--- config.mk ---
export PLATFORM = sky130hd
export DESIGN_NAME = pam_prod_accum
export DESIGN_NICKNAME = d
export VERILOG_FILES = /design/src/rtl/pam_prod_accum_pkg.sv /design/src/rtl/pam_prod_accum_sat_add.sv /design/src/rtl/pam_prod_accum.sv
export SDC_FILE = /design/constraint.sdc
export NUM_CORES = 1
export LEC_CHECK = 0
export CELL_PAD_IN_SITES_DETAIL_PLACEMENT = 1
export CELL_PAD_IN_SITES_GLOBAL_PLACEMENT = 1
export CORE_MARGIN = 1.5
export CORE_UTILIZATION = 41
export CTS_CLUSTER_SIZE = 24
export DETAILED_ROUTE_END_ITERATION = 12
export HOLD_SLACK_MARGIN = 0.03
export PLACE_DENSITY = 0.9
export SLEW_MARGIN = 20
export SYNTH_ARGS = -nofsm -noshare
export SYNTH_HDL_FRONTEND = slang
export SYNTH_SLANG_ARGS = --single-unit
--- constraint.sdc ---
create_clock -name clk -period 3.5 [get_ports clk]
set_input_delay 0.35 -clock clk [delete_from_list [all_inputs] [get_ports clk]]
set_output_delay 0.35 -clock clk [all_outputs]
set_load 0.05 [all_outputs]
--- src/rtl/pam_prod_accum_pkg.sv ---
// Shared types and helpers for the product accumulator and its adder.
package pam_pkg;

    typedef enum logic {
        ACCUM = 1'b0,
        HOLD  = 1'b1
    } pam_acc_state_e;

    localparam int PAM_PROD_W = 16;

    // All-ones value of an acc_w-bit accumulator; callers truncate to their width.
    function automatic logic [63:0] sat_max(input int unsigned acc_w);
        return (64'd1 << acc_w) - 64'd1;
    endfunction

endpackage

--- src/rtl/pam_prod_accum_sat_add.sv ---
// Combinational unsigned adder with optional clamp to the accumulator maximum.
module pam_sat_add
    import pam_pkg::*;
#(
    parameter int ACC_W    = 24,
    parameter bit SATURATE = 1'b1
) (
    input  logic [ACC_W-1:0] a,
    input  logic [ACC_W-1:0] b,
    output logic [ACC_W-1:0] sum,
    output logic             ovf
);

    localparam logic [ACC_W-1:0] MAX_VAL = ACC_W'(sat_max(ACC_W));

    logic [ACC_W:0] full;

    // ovf reports the raw carry in both modes; only the sum depends on SATURATE
    always_comb begin
        full = {1'b0, a} + {1'b0, b};
        ovf  = full[ACC_W];
        sum  = (SATURATE && full[ACC_W]) ? MAX_VAL : full[ACC_W-1:0];
    end

endmodule

--- src/rtl/pam_prod_accum.sv ---
// Sums a stream of multiplier products into per-vector dot-product results
// held in a one-entry output register with valid/ready on both sides.
module pam_prod_accum
    import pam_pkg::*;
#(
    parameter int PROD_W    = PAM_PROD_W,
    parameter int ACC_W     = 24,
    parameter int MAX_TERMS = 256,
    parameter int CNT_W     = 9,
    parameter int SATURATE  = 1
) (
    input  logic              clk,
    input  logic              rst,
    input  logic              in_valid,
    output logic              in_ready,
    input  logic [PROD_W-1:0] in_prod,
    input  logic              in_last,
    output logic              out_valid,
    input  logic              out_ready,
    output logic [ACC_W-1:0]  out_sum,
    output logic [CNT_W-1:0]  out_count,
    output logic              out_sat
);

    localparam logic [CNT_W-1:0] TERM_LIMIT = CNT_W'(MAX_TERMS);
    localparam bit               SAT_EN     = (SATURATE != 0);

    pam_acc_state_e   state;
    logic [ACC_W-1:0] acc;
    logic [CNT_W-1:0] cnt;
    logic             sat;

    logic             acc_fire;
    logic             out_fire;
    logic [ACC_W-1:0] add_b;
    logic [ACC_W-1:0] nsum;
    logic             ovf;
    logic [CNT_W-1:0] cnt_next;
    logic             sat_next;
    logic             close;

    assign in_ready  = (state == ACCUM) || out_ready;
    assign out_valid = (state == HOLD);
    assign acc_fire  = in_valid && in_ready;
    assign out_fire  = out_valid && out_ready;

    // acc/cnt/sat are always clear while in HOLD, so a beat accepted there
    // seeds a fresh vector through the same add path.
    always_comb begin
        add_b    = acc_fire ? ACC_W'(in_prod) : '0;
        cnt_next = cnt + CNT_W'(1);
        sat_next = sat || (SAT_EN && ovf);
        close    = in_last || (cnt_next == TERM_LIMIT);
    end

    pam_sat_add #(
        .ACC_W   (ACC_W),
        .SATURATE(SAT_EN)
    ) u_add (
        .a  (acc),
        .b  (add_b),
        .sum(nsum),
        .ovf(ovf)
    );

    always_ff @(posedge clk) begin
        if (rst) begin
            state     <= ACCUM;
            acc       <= '0;
            cnt       <= '0;
            sat       <= 1'b0;
            out_sum   <= '0;
            out_count <= '0;
            out_sat   <= 1'b0;
        end else begin
            case (state)
                ACCUM: begin
                    if (acc_fire) begin
                        if (close) begin
                            out_sum   <= nsum;
                            out_count <= cnt_next;
                            out_sat   <= sat_next;
                            acc       <= '0;
                            cnt       <= '0;
                            sat       <= 1'b0;
                            state     <= HOLD;
                        end else begin
                            acc <= nsum;
                            cnt <= cnt_next;
                            sat <= sat_next;
                        end
                    end
                end
                HOLD: begin
                    if (acc_fire) begin
                        if (close) begin
                            out_sum   <= nsum;
                            out_count <= cnt_next;
                            out_sat   <= sat_next;
                        end else begin
                            acc   <= nsum;
                            cnt   <= cnt_next;
                            sat   <= sat_next;
                            state <= ACCUM;
                        end
                    end else if (out_fire) begin
                        state <= ACCUM;
                    end
                end
                default: state <= ACCUM;
            endcase
        end
    end

endmodule

After elaboration in Yosys (flattened, before gate mapping)
Index checks and enable logic that the tools add are counted.
Storage, ports and cells
  register bits: 69
  input bits: 21
Cells by class
  $add $sub $neg: 2
  equal/unequal tests: 4
  muxes and demuxes: 28
  bitwise gates (word level): 1
  reductions and logical operators: 7
Operators with widths (number)
  $mux W24: 7
  $mux W9: 6
  $pmux W24 S2: 1
  $add A24 B16 Y25: 1
  $pmux W9 S2: 1
  $mux W16: 1
  $mux W1: 10
  $add A9 B1 Y9 const B: 1
  $eq A9 B9 Y1 const B: 1
  $ne A2 B2 Y1 const B: 2
  $pmux W1 S2: 2
  $logic_or A1 B1 Y1: 3
  $reduce_and A3 Y1: 1
  $logic_and A1 B1 Y1: 2
  $ne A2 B1 Y1 const B: 1
  $reduce_and A2 Y1: 1
  $not A1 Y1: 1

Longest topological paths before layout
Gate-level depths: netlist of the first run.
  depth in word-level cells: 9
  gate-level depth with buffers: 14
  depth with buffers taken out: 11

Modules after synthesis
From an unflattened synthesis of the first run, not the netlist that was laid out.
Unflattened totals
  cell total of the unflattened synthesis: 571
  area, all modules: 4438.0 um^2
By module, submodules not included
  pam_prod_accum: times used 1, cells each 365, area each 2970.3 um^2, seq. area each 1381.3 um^2
  pam_sat_add: times used 1, cells each 206, area each 1467.7 um^2, seq. area each 0.0 um^2

Least setup slack after synthesis of the first run
No wires, ideal clock.
  path type: register to register
  start point: register state, in the netlist out_valid
  end point: register out_sum[18]
  library setup time: 0.091 ns
  arrival: 3.539 ns
  required time: 3.409 ns
  setup slack: -0.130 ns
  cell stages (with the launch flop): 14
  path buffers: 2
  path through: dfxtp_1 -> nand2b_1 -> clkbuf_1 -> clkbuf_1 -> and3_1 -> ha_1 -> fa_1 -> a21o_1 -> a21oi_2 -> o21ai_2 -> a31oi_2 -> nor2b_1 -> mux2_1 -> a311oi_1
On the way
  cells in the longest elaborated chain, start to end: 8
  elaborated cells on any way between the ends: 9
  classes of those cells: 1 x add/sub; 4 x mux; 1 x bitwise; 3 x reduce/logical
RTL lines
  start, declared: RTL line pam_prod_accum.sv:28  | pam_acc_state_e state;
  start signal, assigned: RTL line pam_prod_accum.sv:68  | state <= ACCUM;
  start signal, assigned: RTL line pam_prod_accum.sv:86  | state <= HOLD;
  start signal, assigned: RTL line pam_prod_accum.sv:104  | state <= ACCUM;
  $not A1 Y1 *
  $logic_or A1 B1 Y1 *: RTL line pam_prod_accum.sv:42  | assign in_ready = (state == ACCUM) || out_ready;
  net in_ready: RTL line pam_prod_accum.sv:15  | output logic in_ready,
  $logic_and A1 B1 Y1 *: RTL line pam_prod_accum.sv:44  | assign acc_fire = in_valid && in_ready;
  $mux W16: RTL line pam_prod_accum.sv:50  | add_b = acc_fire ? ACC_W'(in_prod) : '0;
  $add A24 B16 Y25: RTL line pam_prod_accum_sat_add.sv:20  | full = {1'b0, a} + {1'b0, b};
  $mux W24: RTL line pam_prod_accum_sat_add.sv:22  | sum = (SATURATE && full[ACC_W]) ? MAX_VAL : full[ACC_W-1:0];
  $mux W24: RTL line pam_prod_accum.sv:79, pam_prod_accum.sv:96
  $mux W24: RTL line pam_prod_accum.sv:78, pam_prod_accum.sv:95
  end signal, assigned: RTL line pam_prod_accum.sv:80  | out_sum <= nsum;
  end signal, assigned: RTL line pam_prod_accum.sv:97  | out_sum <= nsum;
  end, declared: RTL line pam_prod_accum.sv:20  | output logic [ACC_W-1:0] out_sum,
The timed path passes the listed nets; every way through them passes the cells marked *. The select of a mux whose other input is x is not followed.
A chain may end at the register's enable or synchronous reset.

Worst setup path after layout of the first run
  start point: input out_ready
  end point: register out_sum[20]
On the way
  cells in the longest elaborated chain, start to end: 7
  elaborated cells on any way between the ends: 8
  classes of those cells: 1 x add/sub; 4 x mux; 3 x reduce/logical
RTL lines
  start, declared: RTL line pam_prod_accum.sv:19  | input logic out_ready,
  $logic_or A1 B1 Y1 *: RTL line pam_prod_accum.sv:42
  $logic_and A1 B1 Y1 *: RTL line pam_prod_accum.sv:44
  $mux W16: RTL line pam_prod_accum.sv:50
  $add A24 B16 Y25: RTL line pam_prod_accum_sat_add.sv:20
  $mux W24: RTL line pam_prod_accum_sat_add.sv:22
  $mux W24: RTL line pam_prod_accum.sv:79, pam_prod_accum.sv:96
  $mux W24: RTL line pam_prod_accum.sv:78, pam_prod_accum.sv:95
Every way passes the cells marked *; elsewhere a longest branch is shown, timed or not. The select of a mux whose other input is x is not followed.

==> impl_metrics.xml, run 1 <==
<?xml version="1.0" encoding="UTF-8"?>
<metrics>
  <group name="clock_network">
    <metric name="holdBufCountCts" unit="">0</metric>
    <metric name="cts-buffers-inserted" unit="">9</metric>
    <metric name="postCtsResizedCells" unit="">0</metric>
    <metric name="tritoncts" unit="">built</metric>
    <metric name="max-clock-path-buffers" unit="">2</metric>
    <metric name="cts_setup_buffers" unit="">0</metric>
    <metric name="cts_root_cell" unit="">clkbuf_8</metric>
    <metric name="clk_pin_slew" unit="ns">0.09</metric>
    <metric name="clock_latency" unit="ns">0.36</metric>
    <metric name="cts_num_sinks" unit="">69</metric>
    <metric name="clock_tree.htree_level_count" unit="">3</metric>
  </group>
  <group name="die">
    <metric name="design.portCount" unit="">57</metric>
    <metric name="rows" unit="">36</metric>
    <metric name="floorplan.die.height" unit="um">104</metric>
    <metric name="initial_utilization" unit="">0.424</metric>
    <metric name="fp.dieW" unit="um">104</metric>
    <metric name="design.die.area" unit="um2">10800</metric>
    <metric name="core" unit="um2">9820</metric>
  </group>
  <group name="detailed_routing">
    <metric name="ant_nets" unit="">0</metric>
    <metric name="wl" unit="mm">13.4</metric>
    <metric name="drt_drc" unit="">0</metric>
    <metric name="vias" unit="">4173</metric>
    <metric name="drt_iter0_drc" unit="">158</metric>
    <metric name="drtPass1Iterations" unit="">4</metric>
    <metric name="wire_per_inst" unit="um">18.9</metric>
    <metric name="avgViaCountPerCell" unit="">5.89</metric>
  </group>
  <group name="placement">
    <metric name="place_area" unit="um2">4890</metric>
    <metric name="dpl_worst_slack" unit="ns">-0.0218</metric>
    <metric name="buffer_ports.inserted" unit="">56</metric>
    <metric name="detailedPlacementHpwl" unit="mm">9.44</metric>
    <metric name="place_congestion" unit="">0.945</metric>
  </group>
  <group name="synth">
    <metric name="synth_flop_cell" unit="">dfxtp_1</metric>
    <metric name="synth.yosys.seq_area_share" unit="">0.331</metric>
    <metric name="synth_area_per_cell" unit="um2">8.06</metric>
    <metric name="ys_ff_latch" unit="">69</metric>
    <metric name="netlist_area" unit="um2">4170</metric>
    <metric name="netlist_instances" unit="">517</metric>
    <metric name="proportion_of_register_bits_with_asynchronous_set_or_reset_after_synthesis" unit="">0</metric>
    <metric name="yosysWarningCount" unit="">0</metric>
    <metric name="number_of_flops_mapped_to_enable_cells_by_yosys" unit="">0</metric>
    <metric name="synthDistinctLibCells" unit="">72</metric>
    <metric name="synthesis.nets" unit="">557</metric>
  </group>
  <group name="layout">
    <metric name="layout_fillers" unit="">1231</metric>
    <metric name="area_delta_synth_final" unit="%">23.4</metric>
    <metric name="antenna_cells" unit="">0</metric>
    <metric name="design_area" unit="um2">5140</metric>
    <metric name="layout-drive-gt1-share" unit="">0.103</metric>
    <metric name="finalNetCount" unit="">610</metric>
  </group>
  <group name="setup_path">
    <metric name="rr_startpoint" unit="">out_valid</metric>
    <metric name="rr_worst_depth" unit="">11</metric>
    <metric name="cp-start-kind" unit="">primary input</metric>
    <metric name="setup.worst_path.start" unit="">out_ready</metric>
    <metric name="critPathMaxFanout" unit="">19</metric>
    <metric name="timing.setup.critical_path_class" unit="">primary input to register</metric>
    <metric name="crit_path_end_kind" unit="">register</metric>
    <metric name="worst_ep_arrival_time" unit="ns">3.48</metric>
    <metric name="critPathRequiredTime" unit="ns">3.73</metric>
  </group>
  <group name="sta">
    <metric name="worst_pin_slew" unit="ns">0.556</metric>
    <metric name="max-slew-margin-rel" unit="">0.628</metric>
    <metric name="final.min_clock_period" unit="ns">3.25</metric>
    <metric name="final_max_tran_viols" unit="">0</metric>
    <metric name="fin_worst_hold_slack" unit="ns">0.419</metric>
    <metric name="period_share" unit="">0.929</metric>
    <metric name="timing.final.hold_violations" unit="">0</metric>
    <metric name="finClkSkew" unit="ns">0.0133</metric>
    <metric name="final_report_setup_violation_count" unit="">0</metric>
    <metric name="maxClockFrequency" unit="MHz">308</metric>
    <metric name="timing.final.ws_setup" unit="ns">0.249</metric>
    <metric name="grt_setup_unrepaired" unit="">no</metric>
  </group>
  <group name="run">
    <metric name="maxCapViolations" unit="">0</metric>
  </group>
  <group name="global_routing">
    <metric name="number_of_global_route_vias_before_repair" unit="">4465</metric>
    <metric name="groute.usage.overall" unit="">0.252</metric>
    <metric name="grt_max_degree" unit="">43</metric>
    <metric name="antenna_found_initial" unit="">0</metric>
    <metric name="grt_remaining_overflow" unit="">0</metric>
    <metric name="grt_pass1_wl" unit="mm">22.3</metric>
  </group>
  <group name="hold_path">
    <metric name="timing.hold.worst.start" unit="">rst</metric>
    <metric name="worst_hold_path_stage_count" unit="">2</metric>
    <metric name="hold_path.class" unit="">primary input to register</metric>
  </group>
  <group name="power_and_ir_drop">
    <metric name="power_leakage" unit="nW">2.01</metric>
    <metric name="power-per-cell-area" unit="nW/um2">406</metric>
    <metric name="maximum_vdd_drop" unit="mV">0.225</metric>
  </group>
  <group name="status">
    <metric name="run_status" unit="">finished, final reports clean</metric>
  </group>
</metrics>
critical path, stage by stage:
cell	delay [ns]
clkdlybuf4s50_1	0.45
nand2b_1	0.22
buf_12	0.17
and3_1	0.19
ha_1	0.44
o211ai_1	0.17
or2_1	0.26
o21ai_2	0.19
a41o_1	0.31
a21boi_0	0.13
nor4_1	0.46
a211oi_2	0.13
kinds of logic after synthesis:
family,share of synthesized area
flip-flops,0.331
adder cells (fa/ha/maj),0.0588
multiplexers,0.00751
XOR/XNOR,0.0420
buffers and inverters,0.0540
AND/OR/NAND/NOR,0.244
AO/OA/AOI/OAI,0.262
per-stage QoR:
stage,total power (W),TNS [ns],std cells,utilization
after CTS,0.00209,0,708,0.524
final,0.00209,0,708,0.524
after global placement,0.00123,0,692,0.498
after global routing,0.00216,0,708,0.524
after floorplan,0.00111,0,517,-
after detailed placement,0.00125,-0.0218,692,0.498
Yosys cell counts, drive strengths merged, types with 9 or more instances:
cell	number	share of area
buf	20	0.032
a21oi	44	0.055
nor2	66	0.059
a22oi	11	0.020
a211oi	11	0.023
clkbuf	16	0.014
dfxtp	69	0.33
and3	21	0.032
xnor2	14	0.029
nor3	29	0.039
ha	18	0.054
nand2	47	0.042
o21ai	28	0.035
o21a	9	0.016
routing by layer:
| metal | global-route usage | vias up | routed length, um |
|---|---|---|---|
| li1 | - | 1982 | - |
| met1 | 0.304 | 2063 | 5920 |
| met2 | 0.454 | 99 | 6710 |
| met3 | 0.0321 | 29 | 425 |
| met4 | 0.0942 | 0 | 318 |
| met5 | 0 | - | 0 |
layout make-up:
class | count | area (um2) | share of cell area
multi-input combinational | 404 | 2560 | 0.498
sequential | 69 | 1380 | 0.269
timing repair buffer | 78 | 746 | 0.145
tap | 133 | 166 | 0.0324
clock buffer | 11 | 151 | 0.0294
clock inverter | 5 | 106 | 0.0207
inverter | 8 | 30.0 | 0.00584
cell usage in the layout (no fill, tap or decap), types with 7 or more instances in the layout:
master and n:
nor3_1 27, o21ai_0 24, a22oi_1 11, and3_1 21, and2_1 8, xnor2_1 14, dfxtp_1 68, inv_1 8
ha_1 18, buf_4 20, a211oi_1 8, a21oi_1 42, clkbuf_8 11, clkdlybuf4s50_1 55, nand2_1 47, nor2_1 66
nor2b_1 7, o21a_1 9
power by group:
group          leakage [nW]  switching (W)  internal, W
Clock                 0.126       0.000340     0.000514
Sequential            0.563      0.0000185     0.000816
Combinational          1.32       0.000252     0.000146
Total                  2.01       0.000611      0.00148
worst paths after layout:
kind	to	slack [ns]
setup / recovery	out_sum[20]	0.25
hold / removal	cnt[1]	0.42
setup reg to reg	out_sum[20]	0.47
hold reg to reg	acc[9]	0.47
state kept, by name, indices dropped and copies added (netlist names):
name	flops
acc	24
out_sat	1
out_sum	24
sat	1
out_valid	1
out_count	9
cnt	9
No activity file was read; power rests on OpenSTA's default activity.
==> run 2, diff against run 1 <==
--- a/config.mk
+++ b/config.mk
@@ -5,7 +5,7 @@
 export SDC_FILE = /design/constraint.sdc
 export NUM_CORES = 1
 export LEC_CHECK = 0
-export CELL_PAD_IN_SITES_DETAIL_PLACEMENT = 1
+export CELL_PAD_IN_SITES_DETAIL_PLACEMENT = 0
 export CELL_PAD_IN_SITES_GLOBAL_PLACEMENT = 1
 export CORE_MARGIN = 1.5
 export CORE_UTILIZATION = 41
==> run 2 against run 1 <==
Net effect:
- clock skew shrank 0.0035 ns
- setup slack improved by 0.12 ns
- critical path depth stayed put
- worst hold slack worse by 0.022 ns
- combinational power down 4%
- non-clock buffer count is the same
- fmax rose by 4.0%
- utilization fell by 0.25 points
==> impl_metrics.xml, run 2 (synthesized netlist as in run 1, its figures left out) <==
<?xml version="1.0" encoding="UTF-8"?>
<metrics>
  <group name="sta">
    <metric name="final.min_clock_period" unit="ns">3.13</metric>
    <metric name="worst_pin_slew" unit="ns">0.542</metric>
    <metric name="grt_setup_unrepaired" unit="">no</metric>
    <metric name="maxClockFrequency" unit="MHz">320</metric>
    <metric name="final_max_tran_viols" unit="">0</metric>
    <metric name="final.setup.tns" unit="ns">0</metric>
    <metric name="timing.final.hold_violations" unit="">0</metric>
    <metric name="max-slew-margin-rel" unit="">0.637</metric>
    <metric name="period_share" unit="">0.893</metric>
    <metric name="final_report_setup_violation_count" unit="">0</metric>
    <metric name="finClkSkew" unit="ns">0.00980</metric>
  </group>
  <group name="detailed_routing">
    <metric name="wl" unit="mm">11.2</metric>
    <metric name="ant_nets" unit="">0</metric>
    <metric name="drtPass1Iterations" unit="">4</metric>
    <metric name="drt_drc" unit="">0</metric>
    <metric name="wire_per_inst" unit="um">15.8</metric>
    <metric name="drt_iter0_drc" unit="">152</metric>
    <metric name="avgViaCountPerCell" unit="">5.61</metric>
    <metric name="vias" unit="">3975</metric>
  </group>
  <group name="placement">
    <metric name="detailedPlacementHpwl" unit="mm">8.16</metric>
    <metric name="buffer_ports.inserted" unit="">56</metric>
    <metric name="place_congestion" unit="">0.945</metric>
    <metric name="place_area" unit="um2">4890</metric>
  </group>
  <group name="setup_path">
    <metric name="cp_num_buf_inv" unit="">2</metric>
    <metric name="capture_point_of_the_worst_reg_to_reg_path" unit="">out_sum[18]</metric>
    <metric name="rr_worst_depth" unit="">11</metric>
    <metric name="regToRegSetupSlack" unit="ns">0.55</metric>
    <metric name="cp-start-kind" unit="">primary input</metric>
    <metric name="crit_path_end_kind" unit="">register</metric>
    <metric name="critPathMaxFanout" unit="">19</metric>
    <metric name="critical_path.slowest_cell" unit="">fa_1</metric>
    <metric name="crit_chain" unit="">clkdlybuf4s50_1, nand2b_1, buf_12, and3_1, fa_1, a21o_1, a21oi_2, o21ai_2, a31oi_2, nor2b_1, mux2_1, a311oi_1</metric>
    <metric name="worst_ep_arrival_time" unit="ns">3.39</metric>
    <metric name="critPathRequiredTime" unit="ns">3.76</metric>
    <metric name="rr_startpoint" unit="">out_valid</metric>
    <metric name="timing.setup.critical_path_class" unit="">primary input to register</metric>
    <metric name="critPathTopFamily" unit="">compound AO/OA/AOI/OAI gates</metric>
    <metric name="worst_stage_delay_on_the_critical_path" unit="ns">0.44</metric>
  </group>
  <group name="clock_network">
    <metric name="holdBufCountCts" unit="">0</metric>
    <metric name="clk_pin_slew" unit="ns">0.09</metric>
    <metric name="clock_tree.htree_level_count" unit="">3</metric>
    <metric name="cts_setup_buffers" unit="">0</metric>
    <metric name="cts_root_cell" unit="">clkbuf_8</metric>
    <metric name="clock_latency" unit="ns">0.36</metric>
    <metric name="tritoncts" unit="">built</metric>
    <metric name="postCtsResizedCells" unit="">0</metric>
    <metric name="cts-buffers-inserted" unit="">9</metric>
    <metric name="max-clock-path-buffers" unit="">2</metric>
    <metric name="cts_num_sinks" unit="">69</metric>
  </group>
  <group name="die">
    <metric name="design.die.area" unit="um2">10800</metric>
    <metric name="rows" unit="">36</metric>
    <metric name="core" unit="um2">9820</metric>
    <metric name="design.portCount" unit="">57</metric>
    <metric name="fp.dieW" unit="um">104</metric>
    <metric name="initial_utilization" unit="">0.424</metric>
    <metric name="floorplan.die.height" unit="um">104</metric>
  </group>
  <group name="layout">
    <metric name="layout_commonest_cell" unit="">dfxtp_1</metric>
    <metric name="design_area" unit="um2">5120</metric>
    <metric name="final-seq-area" unit="um2">1380</metric>
    <metric name="largestRegisters" unit="">acc x24, out_sum x24</metric>
    <metric name="finalNetCount" unit="">610</metric>
    <metric name="layout-drive-gt1-share" unit="">0.103</metric>
    <metric name="multi_input_comb_area" unit="um2">2560</metric>
    <metric name="area_delta_synth_final" unit="%">22.8</metric>
    <metric name="final_cell_mix" unit="">dfxtp_1 (68), nor2_1 (66), clkdlybuf4s50_1 (55), nand2_1 (47), a21oi_1 (42)</metric>
    <metric name="antenna_cells" unit="">0</metric>
    <metric name="layout_fillers" unit="">995</metric>
  </group>
  <group name="hold_path">
    <metric name="worst_hold_path_stage_count" unit="">2</metric>
    <metric name="timing.hold.worst.start" unit="">rst</metric>
    <metric name="hold-path-endpoint" unit="">cnt[1]</metric>
    <metric name="hold_path.class" unit="">primary input to register</metric>
  </group>
  <group name="global_routing">
    <metric name="number_of_global_route_vias_before_repair" unit="">3831</metric>
    <metric name="grt_pass1_wl" unit="mm">18.8</metric>
    <metric name="grt_remaining_overflow" unit="">0</metric>
    <metric name="groute.usage.overall" unit="">0.212</metric>
    <metric name="antenna_found_initial" unit="">0</metric>
    <metric name="grt_max_degree" unit="">43</metric>
  </group>
  <group name="run">
    <metric name="maxCapViolations" unit="">0</metric>
  </group>
  <group name="power_and_ir_drop">
    <metric name="power-per-cell-area" unit="nW/um2">390</metric>
    <metric name="maximum_vdd_drop" unit="mV">0.219</metric>
    <metric name="fin_total_pwr" unit="W">0.00200</metric>
    <metric name="power_leakage" unit="nW">2.00</metric>
  </group>
  <group name="status">
    <metric name="run_status" unit="">finished, final reports clean</metric>
  </group>
</metrics>
## run 2: cell count changes in the layout (fill, tap and decap cells not counted)
cell / previous run / this run
clkinv_4: 1 / 0
inv_6: 0 / 1
clkinv_2: 0 / 1
bufinv_16: 3 / 2
## run 2: report_power, final
group | switching (W) | internal (W)
Combinational | 0.000239 | 0.000145
Clock | 0.000338 | 0.000442
Sequential | 0.0000177 | 0.000816
## run 2: how the worst max path moves through the flow
stage               startpoint           to  depth (start not counted)
floorplan            out_valid  out_sum[18]                         13
global placement     out_ready  out_sum[20]                         12
detailed placement   out_ready  out_sum[20]                         12
CTS                  out_ready  out_sum[18]                         12
global route         out_ready  out_sum[20]                         12
finish               out_ready  out_sum[18]                         12
## run 2: final cells by class
type	instances	share of cell area
Clock inverter	5	0.0159
Multi-Input combinational cell	404	0.500
Clock buffer	11	0.0296
Timing Repair Buffer	78	0.146
Sequential cell	69	0.270
Inverter	8	0.00587
Tap cell	133	0.0325
## run 2: routing by layer
metal	routed length (um)	GRT usage	share of wire	up-vias
met5	0	0	0	-
met4	205	0.0714	0.018	0
met3	479	0.0378	0.043	19
met2	5170	0.347	0.46	93
met1	5310	0.280	0.48	1882
li1	-	-	-	1981
## run 2: per-stage QoR
stage,cells,hold slack (ns),utilization,setup WS (ns)
after floorplan,517,0.436,-,0.0452
after global placement,692,0.444,0.498,0.136
after detailed placement,692,0.456,0.498,0.0306
after CTS,708,0.400,0.521,0.395
after global routing,708,0.426,0.521,0.129
final,708,0.397,0.521,0.373
